[src/rtl/load_writeback.sv]
// Buffered load-result stage: extracts/extends the addressed lane of a dbus word at
// enqueue and holds results in a small FIFO until the register-file write port grants them.
module load_writeback #(
    parameter int DEPTH = 2
) (
    input  logic        clk,
    input  logic        resetn,
    input  logic        in_valid,
    output logic        in_ready,
    input  logic [31:0] in_addr,
    input  logic [2:0]  in_size,
    input  logic        in_signed,
    input  logic [4:0]  in_dst,
    input  logic [31:0] in_data,
    input  logic        flush,
    output logic        wb_valid,
    input  logic        wb_ready,
    output logic [4:0]  wb_dst,
    output logic [31:0] wb_data,
    output logic        wb_err
);

    localparam int PW = (DEPTH > 1) ? $clog2(DEPTH) : 1;
    localparam int CW = $clog2(DEPTH + 1);

    typedef enum logic [2:0] {
        MSIZE_BYTE = 3'b000,
        MSIZE_HALF = 3'b001,
        MSIZE_WORD = 3'b010
    } msize_t;

    typedef struct packed {
        logic [4:0]  dst;
        logic [31:0] data;
        logic        err;
    } entry_t;

    entry_t        mem [DEPTH];
    entry_t        new_entry;
    entry_t        head;
    logic [PW-1:0] rd_ptr;
    logic [PW-1:0] wr_ptr;
    logic [CW-1:0] count;

    logic [1:0]    lane;
    logic [7:0]    byte_v;
    logic [15:0]   half_v;
    logic          enq;
    logic          store;
    logic          deq;

    // Lane extraction, extension and alignment check happen once, at enqueue.
    // NOTE: every always_comb output gets a default first so no path can infer a latch.
    always_comb begin
        lane      = in_addr[1:0];
        byte_v    = 8'h00;
        half_v    = lane[1] ? in_data[31:16] : in_data[15:0];
        new_entry = '{dst: in_dst, data: 32'h0, err: 1'b0};
        case (lane)
            2'd0:    byte_v = in_data[7:0];
            2'd1:    byte_v = in_data[15:8];
            2'd2:    byte_v = in_data[23:16];
            default: byte_v = in_data[31:24];
        endcase
        case (msize_t'(in_size))
            MSIZE_BYTE: new_entry.data = {{24{in_signed & byte_v[7]}}, byte_v};
            MSIZE_HALF: begin
                if (lane[0]) new_entry.err = 1'b1;
                else         new_entry.data = {{16{in_signed & half_v[15]}}, half_v};
            end
            MSIZE_WORD: begin
                if (lane != 2'd0) new_entry.err = 1'b1;
                else              new_entry.data = in_data;
            end
            default:    new_entry.err = 1'b1;
        endcase
        if (new_entry.err) new_entry.data = in_addr;
    end

    assign in_ready = (count != CW'(DEPTH));
    assign wb_valid = (count != '0);
    assign enq      = in_valid && in_ready && !flush;
    // Writes to x0 are acknowledged but never stored; faults on x0 must still be reported.
    assign store    = enq && ((in_dst != 5'd0) || new_entry.err);
    assign deq      = wb_valid && wb_ready && !flush;

    // NOTE: state registers use non-blocking assignments so every flop samples pre-edge values.
    always_ff @(posedge clk or negedge resetn) begin
        if (!resetn) begin
            rd_ptr <= '0;
            wr_ptr <= '0;
            count  <= '0;
        end else if (flush) begin
            rd_ptr <= '0;
            wr_ptr <= '0;
            count  <= '0;
        end else begin
            if (store) wr_ptr <= wr_ptr + PW'(1);
            if (deq)   rd_ptr <= rd_ptr + PW'(1);
            case ({store, deq})
                2'b10:   count <= count + CW'(1);
                2'b01:   count <= count - CW'(1);
                default: count <= count;
            endcase
        end
    end

    // NOTE: the storage array has no reset; count alone decides which slots are meaningful.
    always_ff @(posedge clk) begin
        if (store) mem[wr_ptr] <= new_entry;
    end

    assign head    = mem[rd_ptr];
    assign wb_dst  = wb_valid ? head.dst  : 5'd0;
    assign wb_data = wb_valid ? head.data : 32'h0;
    assign wb_err  = wb_valid ? head.err  : 1'b0;

endmodule

[config.mk]
export PLATFORM = sky130hd
export DESIGN_NAME = load_writeback
export DESIGN_NICKNAME = d
export VERILOG_FILES = /design/src/rtl/load_writeback.sv
export SDC_FILE = /design/constraint.sdc
export NUM_CORES = 1
export LEC_CHECK = 0
export ABC_CLOCK_PERIOD_IN_PS = 9580
export CORE_ASPECT_RATIO = 1.25
export CORE_MARGIN = 8
export CORE_UTILIZATION = 45
export DETAILED_ROUTE_END_ITERATION = 6
export MAX_ROUTING_LAYER = met4
export PLACE_DENSITY = 0.8
export SLEW_MARGIN = 30
export SYNTH_ARGS = -nofsm -noshare
export SYNTH_HDL_FRONTEND = slang
export SYNTH_SLANG_ARGS = --single-unit
[constraint.sdc]
create_clock -name clk -period 9.58 [get_ports clk]
set_clock_uncertainty 0.2 [all_clocks]
set_input_delay 2.395 -clock clk [delete_from_list [all_inputs] [get_ports clk]]
set_output_delay 2.395 -clock clk [all_outputs]
set_load 0.02 [all_outputs]
== Word level (Yosys, flattened, before mapping) ==
Memories as Yosys holds them, arrays and structs flattened.
Cells that the tools add are included.

* Flip-flop bits (word level): 4
* RAM bits: 76
* Input bits: 78
* Output and inout port bits: 40
* Logic and storage cells: 52
* Memories kept: 1

* Add/subtract/negate cells: 4
* Eq/ne operators: 7
* Muxes and demuxes: 20
* Bitwise operators: 2
* Reduce and logical (&&, ||, !) cells: 15

{| class="wikitable"
|+ Memories
! name !! words !! bits a word !! read ports !! clocked after Yosys merged registers in !! wr ports !! RTL line !! source
|-
| mem || 2 || 38 || 1 || 0 || 1 || 38 || <nowiki>entry_t mem [DEPTH];</nowiki>
|}

{| class="wikitable"
|+ Operator list
! kind !! count
|-
| two-way mux 32 bit || 4
|-
| case mux 32 bit (3 select lines) || 1
|-
| case mux 8 bit (3 select lines) || 1
|-
| two-way mux 16 bit || 1
|-
| two-way mux 1 bit || 9
|-
| nonzero test 2 bit || 4
|-
| logical AND 1 bit || 5
|-
| two-way mux 5 bit || 1
|-
| nonzero test 5 bit || 1
|-
| == test 2 x 1 -> 1 bit (second input constant) || 2
|-
| == test 2 bit (second input constant) || 2
|-
| case mux 2 bit (2 select lines) || 1
|-
| == test 3 x 1 -> 1 bit (second input constant) || 1
|-
| == test 3 x 2 -> 1 bit (second input constant) || 1
|-
| logical NOT 3 bit || 1
|-
| case mux 1 bit (3 select lines) || 1
|-
| nonzero test 3 bit || 1
|-
| adder 1 bit (second input constant) || 2
|-
| adder 2 x 1 -> 2 bit (second input constant) || 1
|-
| bitwise AND 1 bit || 2
|-
| logical NOT 2 bit || 1
|-
| two-way mux 2 bit || 1
|-
| != test 2 bit (second input constant) || 1
|-
| subtractor 2 x 1 -> 2 bit (second input constant) || 1
|-
| other kinds (2) || 2
|}

== Depth between registers and ports, before layout ==
* Word-level depth: 8
* Mapped depth: 9
* Depth with buffers taken out: 5

== Worst setup path after synthesis ==
OpenSTA, ideal clock, no wires.

* Path type: input to register
* Start point: input port in_size[0]
* End point: memory mem[1][0] (netlist bit), enable pin
* Setup time: 0.489 ns
* Arrival time: 5.981 ns
* Required time: 8.891 ns
* Path slack: 2.911 ns
* Stages on the path: 7
* Path buffers: 2
* Path through: buf_4 -> nor2_1 -> a21o_1 -> buf_6 -> inv_4 -> o211ai_1 -> nor3b_1

* Word-level cells in the longest chain between the ends: 6
* Elaborated cells between the ends (all ways): 8
* Classes of those cells: eq/ne (2); mux (3); reduce/logical (3)

{| class="wikitable"
|+ Ends and longest elaborated chain
! what !! RTL line !! source
|-
| start: declaration || 11 || <nowiki>input logic [2:0] in_size,</nowiki>
|-
| == test 3 x 2 -> 1 bit (tied with other cells) || 65 || <nowiki>case (msize_t'(in_size))</nowiki>
|-
| case mux 1 bit (3 select lines) (*) || 65 ||
|-
| logical OR 1 bit (*) || 84 || <nowiki>assign store = enq && ((in_dst != 5'd0) || new_entry.err);</nowiki>
|-
| logical AND 1 bit (*) || 84 ||
|-
| two-way mux 1 bit (*) || 110 || <nowiki>if (store) mem[wr_ptr] <= new_entry;</nowiki>
|-
| two-way mux 1 bit (implied by the code) (*) || 110 ||
|-
| end: declaration || 38 ||
|}

Mark *: on every way between the ends. The rest lies on a longest branch, timed or not.

== Worst setup path in the final report ==
* Start point: input port in_addr[1]
* End point: memory mem[1][31] (netlist bit), enable pin

* Word-level cells in the longest chain between the ends: 7

{| class="wikitable"
|+ Ends and longest elaborated chain
! what !! RTL line !! source
|-
| start: declaration || 10 || <nowiki>input logic [31:0] in_addr,</nowiki>
|-
| nonzero test 2 bit || 72 || <nowiki>if (lane != 2'd0) new_entry.err = 1'b1;</nowiki>
|-
| two-way mux 1 bit || 72 ||
|-
| case mux 1 bit (3 select lines) || 65 ||
|-
| logical OR 1 bit || 84 ||
|-
| logical AND 1 bit || 84 ||
|-
| two-way mux 1 bit || 110 ||
|-
| two-way mux 1 bit (implied by the code) || 110 ||
|}

Every way passes these cells.

==> results.py <==
metrics = {
    "timing": {
        "fin_crit_ps": 5620,
        "hold_viol_final": 0,
        "report.final.slew_viol_count": 0,
        "grt_setup_unrepaired": "false",
        "worst_slew_pin_slew_ps": 817,
        "fin_tns_setup_ps": 0,
        "setup_slack_ps": 3960,
        "post-route-period-util_pct": 58.7,
        "finalSetupViolCount": 0,
        "timing.slew.headroom_pct": 45.1,
        "fmax_mhz": 178,
    },
    "floorplanning": {
        "num_rows": 39,
        "core-area_sq_um": 8980,
        "start_util_pct": 45.4,
        "num_io_pins": 118,
        "die_w_um": 101,
        "die_h_um": 122,
        "fp.dieArea_sq_um": 12400,
    },
    "drt": {
        "via_count": 3041,
        "drt-initial-drc-count": 274,
        "route.detailed.wl_per_inst_um": 20.0,
        "post_drt_via_cell_ratio": 5.62,
        "antenna_left": 0,
        "finalWirelength_um": 10800,
        "drtPass1Iterations": 6,
        "drc": 0,
    },
    "cells_and_area": {
        "drive_above_1_share_pct": 9.09,
        "antenna_cells": 0,
        "syn2layout_area_growth_pct": 36.7,
        "seqCellArea_sq_um": 2390,
        "nets": 491,
        "multi_input_area_sq_um": 1530,
        "final_util_pct": 62.0,
        "fill_cells": 751,
    },
    "critical_path": {
        "required_ps": 9350,
        "r2r.worst_path.cells": 4,
        "crit_arrival_ps": 5400,
        "reg2reg_from": "count[0]",
        "reg2reg_slack_ps": 7260,
        "crit_path_start_kind": "input port",
        "worstSetupPathType": "input port to register",
        "critPathCaptureType": "register",
        "r2r_end": "mem[1][31]",
        "crit_fanout": 33,
    },
    "synth": {
        "yosysUniqueCellTypes": 48,
        "synth_edf_count": 76,
        "synth.avg_cell_area_sq_um": 13.4,
        "syn_area_sq_um": 4080,
        "ys_async_sr_fraction_pct": 5.00,
        "synth_flop_cell": "edfxtp_1",
        "synth_warnings": 0,
        "syn_nets": 382,
        "synth_cells": 304,
        "yosysSeqAreaShare_pct": 58.5,
        "synth-seq-cells": 80,
    },
    "clocking": {
        "clkSlewWorstSetupHoldPaths_ps": 60,
        "cts-resized-gates": 0,
        "cts_tree": "done",
        "cts-htree-levels": 3,
        "clock-sinks": 80,
        "holdBufCountCts": 0,
        "cts_buffer_depth": 2,
        "cts_setup_buffers": 0,
        "cts_root_buf": "clkbuf_16",
        "clk_latency_ps": 330,
        "cts_buffers": 9,
    },
    "placement": {
        "io_buffers": 117,
        "dp_slack_ps": 3610,
        "place.gp.congestion": 0.936,
        "dpl.hpwl_um": 8430,
    },
    "global_route": {
        "grt_pass1_vias": 3182,
        "grt-ovfl-total": 0,
        "grt.total_usage_pct": 18.4,
        "grt_pass1_wl_um": 16700,
        "antenna_found_initial": 0,
        "grt_max_degree": 40,
    },
    "hold_path": {
        "whs_path_depth": 2,
        "min_from": "count[1]",
        "hold_class": "register to register",
        "worstHoldEndpoint": "count[1]",
    },
    "power_and_ir_drop": {
        "leakage_nw": 1.85,
        "peakVddDrop_uv": 102,
        "power_uw": 909,
        "power_density_nw_per_um2": 163,
    },
    "status": {
        "outcome": "complete, no violations",
    },
    "job": {
        "max_cap_viol_count": 0,
    },
}
==> registers in the layout (all words and copies together) (netlist names) <==
name    flops
wr_ptr      1
count       2
rd_ptr      1
mem        76
==> layout make-up <==
cell class	count	area share, %
Sequential cell	80	42.8
Multi-Input combinational cell	196	27.5
Timing Repair Buffer	120	21.4
Clock buffer	11	4.18
Tap cell	123	2.76
Clock inverter	5	0.854
Inverter	6	0.449
==> layout by cell type (no fill, tap or decap), types with 2 or more instances in the layout <==
master / Yosys / routed
o2111a_1: 2 / 2
nor2b_1: 4 / 4
a221o_1: 16 / 16
a31oi_1: 2 / 2
mux4_2: 7 / 7
clkbuf_1: 7 / 2
clkdlybuf4s50_1: 0 / 117
inv_1: 5 / 5
mux2_2: 2 / 2
a21o_1: 2 / 2
a2111oi_2: 2 / 2
clkinv_2: 0 / 2
edfxtp_1: 76 / 76
clkinv_1: 0 / 2
dfrtp_1: 4 / 3
xnor2_1: 2 / 2
mux2i_1: 39 / 39
nor2_1: 54 / 53
nor3_1: 3 / 2
nand3b_1: 2 / 2
a21oi_1: 8 / 8
nor2_2: 1 / 2
a22oi_1: 18 / 18
o21ai_0: 7 / 7
buf_4: 2 / 3
nand2_1: 5 / 5
clkbuf_16: 0 / 9
==> layer usage <==
layer / vias up / routed length (um) / track usage (%) / share of wire, %
met2: 151 / 5410 / 29.5 / 50
li1: 1413 / - / - / -
met3: 32 / 752 / 4.88 / 7.0
met5: - / 0 / - / 0
met1: 1445 / 4240 / 20.4 / 39
met4: 0 / 408 / 10.6 / 3.8
==> metrics by stage <==
stage / cells / cell area, sq um / hold WS (ps)
floorplan: 304 / 4080 / 368
global placement: 525 / 5280 / 410
detailed placement: 525 / 5290 / 439
CTS: 541 / 5570 / 446
global route: 541 / 5570 / 473
finish: 541 / 5570 / 443
==> worst max path at each step <==
stage / startpoint / endpoint / slack, ps / cells past startpoint
2_1_floorplan: in_size[0] / mem[1][0] / 2910 / 7
3_3_place_gp: in_addr[0] / mem[1][2] / 3670 / 7
3_5_place_dp: in_addr[1] / mem[1][2] / 3610 / 7
4_1_cts: in_addr[1] / mem[1][8] / 3960 / 7
5_1_grt: in_addr[1] / mem[1][29] / 3730 / 7
6_report: in_addr[1] / mem[1][31] / 3960 / 7
==> power breakdown <==
group	leakage, nW	switching [mW]	internal (mW)
combinational	0.956	0.0862	0.0882
sequential	0.750	0.0124	0.405
clock	0.138	0.119	0.199
total	1.85	0.218	0.692
==> critical path: stages <==
cell and delay (ps):
clkdlybuf4s50_1 970, nor2_1 180, a21o_1 310, inv_4 320, o211ai_1 240, nor3b_2 460
buf_4 490
==> Yosys cell counts (3+ instances only) <==
cell,instances,share of area (%)
edfxtp_1,76,56
nor2_1,54,5.0
mux2i_1,39,9.6
a22oi_1,18,3.3
a221o_1,16,3.9
a21oi_1,8,0.98
buf_6,7,1.9
clkbuf_1,7,0.64
mux4_2,7,3.9
o21ai_0,7,0.86
inv_1,5,0.46
nand2_1,5,0.46
dfrtp_1,4,2.5
nor2b_1,4,0.61
buf_1,3,0.28
nor3_1,3,0.37
==> logic make-up (layout without fill, tap and decap cells) <==
kind of cell / after synthesis / in the layout / synth area share [%]
AOI/OAI and AO/OA: 65 / 65 / 13.3
xor gates and xnor gates: 3 / 3 / 0.645
buffers and inverters: 28 / 142 / 4.45
DFF: 80 / 80 / 58.5
muxes: 48 / 48 / 14.0
and+or+nand+nor: 80 / 80 / 9.12
(Power assumes the default switching activity.)
